$ cat src/rtl/cpu_control_unit_pkg.sv
// Shared definitions for the instruction fetch/decode sequencer:
// instruction classes, FSM states and the datapath control-word layout.
package cpu_control_unit_pkg;

    localparam int unsigned IR_W   = 16;
    localparam int unsigned CTRL_W = 14;
    localparam int unsigned DATA_W = 4;

    typedef enum logic [1:0] {
        CLS_ALU   = 2'b00,
        CLS_LOADI = 2'b01,
        CLS_JMP   = 2'b10,
        CLS_HALT  = 2'b11
    } instr_class_e;

    typedef enum logic [2:0] {
        ST_IDLE   = 3'd0,
        ST_FETCH  = 3'd1,
        ST_DECODE = 3'd2,
        ST_EXEC   = 3'd3,
        ST_HALTED = 3'd4
    } state_e;

    // Field order matches the datapath: {sel_a, sel_b, dst, alu_op}
    typedef struct packed {
        logic [2:0] sel_a;
        logic [2:0] sel_b;
        logic [2:0] dst;
        logic [4:0] alu_op;
    } ctrl_word_t;

    localparam logic [CTRL_W-1:0] CTRL_NOP = '0;

endpackage

$ cat src/rtl/cpu_instr_decoder.sv
// Combinational instruction decoder: IR -> control word, immediate,
// and jump/halt flags with jump target.
module cpu_instr_decoder
    import cpu_control_unit_pkg::*;
#(
    parameter int unsigned PC_W = 8
) (
    input  logic [IR_W-1:0]   ir_i,
    output ctrl_word_t        control_o,
    output logic [DATA_W-1:0] data_o,
    output logic              is_jmp_o,
    output logic              is_halt_o,
    output logic [PC_W-1:0]   target_o
);

    instr_class_e cls;
    assign cls = instr_class_e'(ir_i[15:14]);

    always_comb begin
        control_o = ctrl_word_t'(CTRL_NOP);
        data_o    = '0;
        is_jmp_o  = 1'b0;
        is_halt_o = 1'b0;
        target_o  = ir_i[PC_W-1:0];
        case (cls)
            CLS_ALU:   control_o = ctrl_word_t'(ir_i[13:0]);
            CLS_LOADI: begin
                control_o.dst = ir_i[7:5];
                data_o        = ir_i[3:0];
            end
            CLS_JMP:   is_jmp_o  = 1'b1;
            CLS_HALT:  is_halt_o = 1'b1;
            default:   ;
        endcase
    end

endmodule

$ cat src/rtl/cpu_control_unit.sv
// Fetch/decode/execute sequencer: fetches instructions over a req/valid
// handshake and presents one decoded control word per EXEC cycle.
module cpu_control_unit
    import cpu_control_unit_pkg::*;
#(
    parameter int unsigned PC_W    = 8,
    parameter int unsigned INSTR_W = 16
) (
    input  logic               clk,
    input  logic               rst_n,
    input  logic               start,
    output logic [PC_W-1:0]    imem_addr,
    output logic               imem_req,
    input  logic [INSTR_W-1:0] imem_rdata,
    input  logic               imem_valid,
    output logic [CTRL_W-1:0]  control,
    output logic [DATA_W-1:0]  data_out,
    output logic [PC_W-1:0]    pc,
    output logic               busy,
    output logic               halted
);

    state_e              state_q, state_d;
    logic [PC_W-1:0]     pc_q, pc_d;
    logic [INSTR_W-1:0]  ir_q, ir_d;
    logic [CTRL_W-1:0]   ctrl_q, ctrl_d;
    logic [DATA_W-1:0]   data_q, data_d;
    logic                req_q, req_d;
    logic                busy_q, busy_d;
    logic                halted_q, halted_d;

    ctrl_word_t          dec_control;
    logic [DATA_W-1:0]   dec_data;
    logic                dec_is_jmp;
    logic                dec_is_halt;
    logic [PC_W-1:0]     dec_target;

    cpu_instr_decoder #(
        .PC_W (PC_W)
    ) u_decoder (
        .ir_i      (ir_q[IR_W-1:0]),
        .control_o (dec_control),
        .data_o    (dec_data),
        .is_jmp_o  (dec_is_jmp),
        .is_halt_o (dec_is_halt),
        .target_o  (dec_target)
    );

    // Next-state, pc and control-word staging; control is nonzero only in EXEC
    always_comb begin
        state_d = state_q;
        pc_d    = pc_q;
        ir_d    = ir_q;
        ctrl_d  = CTRL_NOP;
        data_d  = '0;
        case (state_q)
            ST_IDLE, ST_HALTED: begin
                if (start) begin
                    state_d = ST_FETCH;
                    pc_d    = '0;
                end
            end
            ST_FETCH: begin
                if (imem_valid) begin
                    ir_d    = imem_rdata;
                    state_d = ST_DECODE;
                end
            end
            ST_DECODE: begin
                ctrl_d  = dec_control;
                data_d  = dec_data;
                state_d = ST_EXEC;
            end
            ST_EXEC: begin
                if (dec_is_halt) begin
                    state_d = ST_HALTED;
                end else if (dec_is_jmp) begin
                    pc_d    = dec_target;
                    state_d = ST_FETCH;
                end else begin
                    pc_d    = pc_q + PC_W'(1);
                    state_d = ST_FETCH;
                end
            end
            default: state_d = ST_IDLE;
        endcase
        req_d    = (state_d == ST_FETCH);
        busy_d   = (state_d == ST_FETCH) || (state_d == ST_DECODE) || (state_d == ST_EXEC);
        halted_d = (state_d == ST_HALTED);
    end

    always_ff @(posedge clk or negedge rst_n) begin
        if (!rst_n) begin
            state_q  <= ST_IDLE;
            pc_q     <= '0;
            ir_q     <= '0;
            ctrl_q   <= CTRL_NOP;
            data_q   <= '0;
            req_q    <= 1'b0;
            busy_q   <= 1'b0;
            halted_q <= 1'b0;
        end else begin
            state_q  <= state_d;
            pc_q     <= pc_d;
            ir_q     <= ir_d;
            ctrl_q   <= ctrl_d;
            data_q   <= data_d;
            req_q    <= req_d;
            busy_q   <= busy_d;
            halted_q <= halted_d;
        end
    end

    assign imem_addr = pc_q;
    assign imem_req  = req_q;
    assign control   = ctrl_q;
    assign data_out  = data_q;
    assign pc        = pc_q;
    assign busy      = busy_q;
    assign halted    = halted_q;

endmodule

$ cat config.mk
export PLATFORM = sky130hd
export DESIGN_NAME = cpu_control_unit
export DESIGN_NICKNAME = d
export VERILOG_FILES = /design/src/rtl/cpu_control_unit_pkg.sv /design/src/rtl/cpu_instr_decoder.sv /design/src/rtl/cpu_control_unit.sv
export SDC_FILE = /design/constraint.sdc
export NUM_CORES = 1
export LEC_CHECK = 0
export ABC_AREA = 1
export CAP_MARGIN = 20
export CORE_ASPECT_RATIO = 1.2
export CORE_MARGIN = 2
export CORE_UTILIZATION = 53
export CTS_BUF_LIST = sky130_fd_sc_hd__clkbuf_4 sky130_fd_sc_hd__clkbuf_8
export DETAILED_ROUTE_END_ITERATION = 16
export PLACE_DENSITY = 0.9
export SETUP_SLACK_MARGIN = 0.02
export SLEW_MARGIN = 10
export SYNTH_ARGS = -nofsm -noshare
export SYNTH_HDL_FRONTEND = slang
export SYNTH_SLANG_ARGS = --single-unit
$ cat constraint.sdc
create_clock -name clk -period 2.5 [get_ports clk]
set_input_delay 0.375 -clock clk [delete_from_list [all_inputs] [get_ports clk]]
set_output_delay 0.375 -clock clk [all_outputs]
set_load 0.01 [all_outputs]
======== Word level (Yosys, flattened, before mapping) ========
Cells that the tools add are included.
cells by class
  $add $sub $neg .......................... 1
  multiply operators ...................... 0
  divide/modulo/power cells ............... 0
  $lt $le $gt $ge ......................... 0
  equal/unequal tests ..................... 13
  shift-type cells ........................ 0
  mux-type cells .......................... 16
  bitwise logic cells ..................... 0
  reductions and logical operators ........ 9
operator list
  kind                                                             number
  8-bit two-way mux                                                3
  8-bit one-hot mux with 2 select lines                            1
  14-bit two-way mux                                               1
  3-bit by 2-bit == test with 1-bit output, second input constant  4
  3-bit two-way mux                                                4
  3-bit one-hot mux with 4 select lines                            1
  8-bit by 1-bit adder with 8-bit output, second input constant    1
  4-bit two-way mux                                                2
  3-bit by 1-bit == test with 1-bit output, second input constant  2
  3-bit == test, second input constant                             2
  6-bit two-way mux                                                1
  5-bit two-way mux                                                1
  2-bit == test, second input constant                             2
  2-bit != test, second input constant                             2
  2-bit OR reduction                                               2
  3-bit logical NOT                                                1
  3-bit AND reduction                                              1
  2-bit by 1-bit == test with 1-bit output, second input constant  1
  2-bit logical NOT                                                1
  1-bit logical OR                                                 2
  1-bit two-way mux                                                2
  2-bit AND reduction                                              1
  2-bit nonzero test                                               1
storage, ports and cells
  register bits after elaboration ......... 48
  latch bits .............................. 0
  bits in writable memories ............... 0
  ROM bits ................................ 0
  memories ................................ 0

======== Logic depth before layout (Yosys ltp) ========
Gate-level depths: netlist of run 1.
  word-level depth ........................ 7
  mapped depth ............................ 7
  mapped depth without buffers ............ 7

======== Modules after synthesis ========
Synthesis of run 1 repeated with hierarchy kept, for this count alone.
second synthesis, totals
  cell total of the unflattened synthesis .. 287
  area total of the unflattened synthesis .. 2297.2 um^2
by module, submodules not included
  module             times used  cells each  area an instance (um^2)
  cpu_control_unit   1           239         2077.0
  cpu_instr_decoder  1           48          220.2

======== Least setup slack after synthesis of run 1 ========
No wires, ideal clock.
  kind .................................... reg2reg
  start point ............................. register pc_q[0] (netlist: imem_addr[0])
  end point ............................... register pc_q[4] (netlist: imem_addr[4])
  arrival ................................. 1.102 ns
  required time ........................... 2.383 ns
  slack ................................... 1.281 ns
  cell stages (with the launch flop) ...... 7
  clock period less this slack ............ 1.219 ns
  cells stage by stage .................... dfrtp_1 ha_1 nand3_1 xor2_1 nand2_1 nand2_1 nand2_1
between the ends
  longest elaborated chain between the ends .. 4
ends and longest elaborated chain
  element                                 RTL line                 RTL
  from (decl)                             cpu_control_unit.sv:24   logic [PC_W-1:0] pc_q, pc_d;
  from (signal assigned)                  cpu_control_unit.sv:104  pc_q <= pc_d;
  8-bit by 1-bit adder with 8-bit output  cpu_control_unit.sv:81   pc_d = pc_q + PC_W'(1);
  8-bit two-way mux                       cpu_control_unit.sv:77   end else if (dec_is_jmp) begin
  8-bit two-way mux                       cpu_control_unit.sv:75   if (dec_is_halt) begin
  8-bit one-hot mux with 2 select lines   cpu_control_unit.sv:56   case (state_q)
Every way passes these cells. The select of a mux whose other input is x is not followed.
A chain may end at the register's enable or synchronous reset.

======== Final worst setup path of run 1 ========
  start point ............................. register pc_q[0] (netlist: imem_addr[0])
  end point ............................... output imem_addr[0]
RTL lines
  element    RTL line                RTL
  to (decl)  cpu_control_unit.sv:12  output logic [PC_W-1:0] imem_addr,
No word-level cell between the ends.

==> results by group, run 1 <==
Outcome
  • Outcome: finished clean

GRT
  • GRT Util Overall: 0.224
  • Antenna violations before repair: 0
  • Total grt overflow: 0
  • Largest net degree at the start of global routing: 35
  • GR peak layer: met2
  • Vias in the first global route: 1616
  • First-pass GRT wire length: 7250 µm
  • Grt met2 use: 0.365
  • Met1 Track Usage GR: 0.280
  • GR Layer Usage met3: 0.0553

Power and ir drop
  • Share of power burned in the clock network: 0.171
  • VDD IR max: 0.000658 V
  • Combinational power share: 0.401
  • Leak: 1.30 nW
  • NetSw: 0.00108 W
  • Switching share of power: 0.379
  • Pwr Density: 1050 nW/µm²
  • Sequential Power Share: 0.429
  • Internal Power: 0.00177 W

Worst setup path
  • CP Launch Point: imem_addr[0]
  • Crit path capture type: primary output
  • Startpoint types: flop
  • Critical Path RT: 2.12 ns
  • Critical path depth: 1
  • R2r worst-path depth: 3
  • CP top delay family: buffers and inverters
  • Critical Path, Cell by Cell: clkdlybuf4s50_1
  • R2R Path End: control[13]
  • WS Path Type: flop to primary output
  • CP arrival: 1.40 ns
  • Worst path max stage delay: 0.59 ns
  • Worst setup endpoint: imem_addr[0]
  • Setup slack, reg-to-reg: 0.97 ns
  • CP Buf/Inv Count: 1
  • Crit-path max FO: 9
  • R2R Path Start: state_q[2]
  • Worst path slowest cell: clkdlybuf4s50_1

Timing
  • Final Setup Violations: 0
  • Worst hold margin: 0.474 ns
  • Final hold viol count: 0
  • Final Max Slew Viols: 0
  • Min cycle time layout: 1.77 ns
  • Max Clk Rate: 0.564 GHz
  • Worst Skew: 0.00717 ns
  • Period utilization: 0.709
  • Tightest Pin Transition: 0.692 ns
  • RSZ-0062 raised after global routing: false
  • Setup tns final: 0 ns
  • Max_slew headroom: 0.537
  • Final WS setup: 0.727 ns

Synth
  • Mapped Nets: 256
  • Syn Inst Count: 235
  • Warnings from Yosys: 0
  • #FFs+latches synth: 48
  • Post-Syn Area per Cell: 8.82 µm²
  • Synthesized cell area: 2070 µm²
  • Sequential share of the synthesized area: 0.579
  • Synth cell types: 22

Clock tree
  • CTS Buf Count: 5
  • CTS max path bufs: 2
  • H-Tree Depth: 2
  • Post_cts resized: 0
  • Clock Latency Late Sink: 0.30 ns
  • TritonCTS sink count: 48
  • Worst-path clk slew: 0.08 ns
  • CTS tree: done
  • Clock root cell: clkbuf_8

Placed design
  • Port bufs: 56
  • Post-placement worst setup slack: 0.923 ns
  • GPL Wtd Cong: 0.920
  • Final HPWL DP: 3050 µm

Layout
  • Antenna Cells: 0
  • Share of cells above drive strength 1: 0.0559
  • Nets: 306
  • Layout area overhead: 31.0%
  • Filler Cell Count: 277

Floorplanning
  • Die width: 61.1 µm
  • Initial Util: 0.561
  • I/O Pins: 57
  • Die Y-Extent: 72.5 µm
  • Die Footprint: 4430 µm²
  • # rows: 24
  • Core Region: 3690 µm²

Detailed routing
  • ANT nets after route: 0
  • Drt first pass iters: 4
  • Starting DRT DRC Count: 82
  • Vias: 1731
  • Vias per cell: 5.12
  • # DRC: 0
  • Routed length per instance: 12.7 µm
  • WL final: 4300 µm

Flow run
  • Max-cap violations: 0

Worst hold path
  • Hold Path Depth: 2
  • Hold/Removal Path Class: flop to flop
-- worst min-delay path by stage --
stage | start | endpoint | slack [ns]
floorplan | rst_n | busy | 0.08
global placement | rst_n | busy | 0.28
detailed placement | rst_n | ir_q[7] | 0.28
CTS | ir_q[11] | ir_q[11] | 0.47
global route | ir_q[11] | ir_q[11] | 0.50
finish | ir_q[11] | ir_q[11] | 0.47
-- worst min-delay path, cell delays in order, from the launching register on --
cell and delay [ns]:
dfrtp_1 0.35, nand2_1 0.05, nand2_1 0.04
-- layout by cell type (no fill, tap or decap), types with 2 or more instances in the layout --
| cell type | instances |
|---|---|
| buf_4 | 3 |
| nand2_1 | 62 |
| clkbuf_8 | 6 |
| clkbuf_4 | 2 |
| nand3_1 | 28 |
| inv_1 | 18 |
| dfrtp_1 | 48 |
| clkdlybuf4s50_1 | 55 |
| o21ai_0 | 6 |
| nor3_1 | 8 |
| nor3b_1 | 7 |
| nor2_1 | 26 |
| a21oi_1 | 6 |
-- cell type report --
cell class / instances / area, µm² / share of cell area
clock buffer: 8 / 97.6 / 0.0359
timing repair buffer: 60 / 588 / 0.216
multi-input combinational: 152 / 697 / 0.257
sequential: 48 / 1200 / 0.442
inverter: 18 / 67.6 / 0.0249
tap: 52 / 65.1 / 0.0240
-- power by group through the flow --
stage                     registers (W)  logic [W]  clock network [W]
after global placement          0.00122    0.00109                  0
after global routing            0.00126    0.00129           0.000524
after detailed placement        0.00123    0.00114                  0
final                           0.00122    0.00114           0.000487
after floorplan                 0.00123   0.000706                  0
after CTS                       0.00122    0.00115           0.000488
-- flip-flops by register name, summed over array words and instances (netlist names) --
| name | flops |
|---|---|
| busy | 1 |
| control | 14 |
| data_out | 4 |
| ir_q | 16 |
| halted | 1 |
| imem_addr | 8 |
| imem_req | 1 |
| state_q | 3 |
-- Yosys cell counts --
| master | instances | area share |
|---|---|---|
| o21ai_0 | 6 | 0.014 |
| nand3_2 | 1 | 0.0048 |
| nand2_1 | 62 | 0.11 |
| nand3_1 | 28 | 0.068 |
| o211ai_1 | 1 | 0.0036 |
| a21oi_1 | 6 | 0.014 |
| dfrtp_1 | 48 | 0.58 |
| nor2_1 | 26 | 0.047 |
| nor3b_1 | 7 | 0.025 |
| nor3_1 | 8 | 0.019 |
| xor2_1 | 1 | 0.0042 |
| ha_1 | 1 | 0.0060 |
| buf_4 | 8 | 0.029 |
| buf_2 | 5 | 0.012 |
| inv_1 | 18 | 0.033 |
| nand2_2 | 1 | 0.0030 |
| o21ai_1 | 1 | 0.0024 |
| nor3_2 | 1 | 0.0048 |
| nand3b_1 | 1 | 0.0036 |
| nor2_2 | 1 | 0.0030 |
| buf_6 | 1 | 0.0054 |
| clkbuf_1 | 3 | 0.0054 |
-- stage by stage --
stage / util / std cells / area, µm² / total power, W
floorplan: - / 235 / 2070 / 0.00194
finish: 0.735 / 338 / 2720 / 0.00285
detailed placement: 0.706 / 329 / 2610 / 0.00237
CTS: 0.735 / 338 / 2720 / 0.00286
global route: 0.735 / 338 / 2720 / 0.00307
global placement: 0.706 / 329 / 2610 / 0.00231
-- cell families after synthesis --
family          count (synthesis)  synth area share
simple gates                  136             0.291
compound gates                 14            0.0350
xor+xnor                        1           0.00423
fa+ha+maj                       1           0.00603
flops                          48             0.579
buf+inv                        35            0.0845
-- layer usage --
metal / share of wire / wire [µm] / vias to the layer above
met5: 0 / 0 / -
met1: 0.40 / 1720 / 820
met4: 0.020 / 85 / 0
met3: 0.057 / 247 / 8
li1: - / - / 836
met2: 0.52 / 2250 / 67
-- what timing repair did --
item                                   4_1_cts  5_1_grt
endpoints found under the hold margin       14        0
setup buffers                                0        0
hold buffers                                 1        0
Power figures use the tool's default switching activity.
==> run 2, diff against run 1 <==
--- a/config.mk
+++ b/config.mk
@@ -9,10 +9,10 @@
 export CAP_MARGIN = 20
 export CORE_ASPECT_RATIO = 1.2
 export CORE_MARGIN = 2
-export CORE_UTILIZATION = 53
+export CORE_UTILIZATION = 49
 export CTS_BUF_LIST = sky130_fd_sc_hd__clkbuf_4 sky130_fd_sc_hd__clkbuf_8
 export DETAILED_ROUTE_END_ITERATION = 16
-export PLACE_DENSITY = 0.9
+export PLACE_DENSITY = 0.84
 export SETUP_SLACK_MARGIN = 0.02
 export SLEW_MARGIN = 10
 export SYNTH_ARGS = -nofsm -noshare
==> constraint.sdc (replaced) <==
create_clock -name clk -period 1.75 [get_ports clk]
set_input_delay 0.2625 -clock clk [delete_from_list [all_inputs] [get_ports clk]]
set_output_delay 0.2625 -clock clk [all_outputs]
set_load 0.01 [all_outputs]
==> run 2 against run 1 <==
Compared with the run above: core utilization is 6.2 points lower; global-route usage shrank 3.7 points; highest routed layer unchanged; critical endpoint is now imem_addr[3]; hold slack got worse by 0.45 ns; power increased by 39%.
==> results by group, run 2 (synthesized netlist as in run 1, its figures left out) <==
Outcome
  • Outcome: finished clean

Worst setup path
  • R2R Path End: control[11]
  • Setup slack, reg-to-reg: 0.30 ns (-0.67 ns)
  • Startpoint types: flop
  • WS Path Type: flop to primary output
  • Critical Path RT: 1.49 ns (-0.63 ns)
  • CP top delay family: buffers and inverters
  • CP arrival: 1.34 ns (-0.06 ns)
  • Worst setup endpoint: imem_addr[3]
  • R2r worst-path depth: 4 (+1)
  • Critical Path, Cell by Cell: clkdlybuf4s50_1
  • Critical path depth: 1 (unchanged)
  • CP Buf/Inv Count: 1 (unchanged)
  • Crit path capture type: primary output
  • Crit-path max FO: 7 (-2)
  • CP Launch Point: imem_addr[3]
  • Worst path max stage delay: 0.58 ns (about the same)
  • Worst path slowest cell: clkdlybuf4s50_1
  • R2R Path Start: state_q[1]

Clock tree
  • Post_cts resized: 0 (unchanged)
  • Clock root cell: clkbuf_8
  • Clock Latency Late Sink: 0.30 ns (about the same)
  • H-Tree Depth: 2 (unchanged)
  • TritonCTS sink count: 48 (unchanged)
  • CTS Buf Count: 5 (unchanged)
  • Worst-path clk slew: 0.08 ns (about the same)
  • # hold bufs at CTS: 0 (-1)
  • Postcts setup bufs: 0 (unchanged)
  • CTS tree: done
  • CTS max path bufs: 2 (unchanged)

Timing
  • Min cycle time layout: 1.61 ns
  • Tightest Pin Transition: 0.650 ns (-0.0426 ns)
  • Worst Skew: 0.00705 ns (-0.000120 ns)
  • RSZ-0062 raised after global routing: false
  • Worst hold margin: 0.0247 ns (-0.449 ns)
  • Final Setup Violations: 0 (unchanged)
  • Final hold viol count: 0 (unchanged)
  • Max Clk Rate: 0.622 GHz
  • Setup tns final: 0 ns (unchanged)
  • Final Max Slew Viols: 0 (unchanged)
  • Period utilization: 0.918
  • Max_slew headroom: 0.566 (+0.0285)

GRT
  • First-pass GRT wire length: 6780 µm (-6.4%)
  • GRT Util Overall: 0.188 (-0.0366)
  • Total grt overflow: 0 (unchanged)
  • Largest net degree at the start of global routing: 49 (+40%)
  • Vias in the first global route: 1538 (-4.8%)
  • Antenna violations before repair: 0 (unchanged)

Power and ir drop
  • Leak: 1.28 nW (-1.5%)
  • Internal Power: 0.00245 W (+38%)
  • NetSw: 0.00151 W (+40%)
  • Switching share of power: 0.381 (+0.00246)
  • Pwr Density: 1470 nW/µm² (+40%)
  • VDD IR max: 0.000870 V (+32%)
  • Combinational power share: 0.405 (+0.004)
  • Share of power burned in the clock network: 0.155 (-0.016)
  • Sequential Power Share: 0.440 (+0.011)

Layout
  • Largest register FFs: 16 (unchanged)
  • Most frequent cells in the layout: nand2_1, clkdlybuf4s50_1, dfrtp_1, nand3_1, nor2_1
  • Antenna Cells: 0 (unchanged)
  • Largest reg by FF count: ir_q
  • Share of cells above drive strength 1: 0.0599 (+0.00392)
  • Commonest non-fill, non-tap cell in the layout: nand2_1
  • Cell Count, Final, Fillers Out: 338 (unchanged)
  • Final Util: 0.673 (-0.0623)
  • Layout area overhead: 30.0%
  • Filler Cell Count: 337 (+22%)
  • Nets: 305 (-0.33%)

Detailed routing
  • # DRC: 0 (unchanged)
  • WL final: 4030 µm (-6.2%)
  • Starting DRT DRC Count: 88 (+7.3%)
  • Vias: 1668 (-3.6%)
  • ANT nets after route: 0 (unchanged)
  • Drt first pass iters: 4 (unchanged)
  • Vias per cell: 4.93 (-3.6%)
  • Routed length per instance: 11.9 µm (-6.2%)

Floorplanning
  • Die Y-Extent: 75.3 µm (+3.8%)
  • Initial Util: 0.518 (-0.0435)
  • I/O Pins: 57 (unchanged)
  • # rows: 25 (+4.2%)
  • Die width: 63.4 µm (+3.7%)
  • Die Footprint: 4770 µm² (+7.7%)
  • Core Region: 4000 µm² (+8.4%)

Worst hold path
  • Hold/Removal Path Class: input port to async pin

Placed design
  • GPL Wtd Cong: 0.810 (-12%)
  • Cells after DPL: 331 (+0.61%)
  • Port bufs: 56 (unchanged)
  • Final HPWL DP: 2940 µm (-3.5%)

Flow run
  • Max-cap violations: 0 (unchanged)
==> run 2: changes by cell type in the layout (fill, tap and decap cells not counted) <==
cell / change
clkinvlp_4: +1
dfrtp_2: +2
dlygate4sd3_1: -1
clkbuf_8: -1
clkbuf_4: -2
clkinv_2: +1
dfrtp_1: -2
==> run 2: worst min-delay path by stage <==
stage	cells after the start	startpoint	end	slack, ns
2_1_floorplan	0	rst_n	busy	-0.03
3_3_place_gp	2	rst_n	imem_addr[5]	0.38
3_5_place_dp	2	rst_n	imem_addr[5]	0.38
4_1_cts	2	rst_n	imem_addr[5]	0.05
5_1_grt	2	rst_n	control[5]	0.1
6_report	2	rst_n	imem_addr[6]	0.02
==> run 2: power by group through the flow <==
stage | clock (W) | sequential (W) | combinational (W)
after CTS | 0.000635 | 0.00174 | 0.00162
after global placement | 0 | 0.00175 | 0.00156
after global routing | 0.000668 | 0.00180 | 0.00181
after floorplan | 0 | 0.00176 | 0.00101
final | 0.000615 | 0.00175 | 0.00160
after detailed placement | 0 | 0.00176 | 0.00161
==> run 2: final cells by class <==
class                   instances  area [µm²]  share of cell area
repair buffers                 59         578               0.214
flip-flops and latches         48        1200               0.447
well taps                      54        67.6              0.0251
clock inverters                 2        12.5             0.00464
inverters                      18        67.6              0.0251
clock buffers                   5        68.8              0.0255
multi-input cells             152         697               0.259
==> run 2: routing by layer <==
layer	track usage	wire length, µm	vias up
met5	0	0	-
met4	0.0749	57	0
met3	0.0448	206	6
met2	0.318	2050	53
met1	0.236	1720	770
li1	-	-	839
==> run 2: per-stage QoR <==
stage,cell area [µm²],total power [W],setup slack (ns)
CTS,2690,0.00400,0.0400
global route,2700,0.00427,0.0869
finish,2700,0.00396,0.143
detailed placement,2610,0.00338,0.256
global placement,2610,0.00331,0.296
floorplan,2070,0.00277,0.531
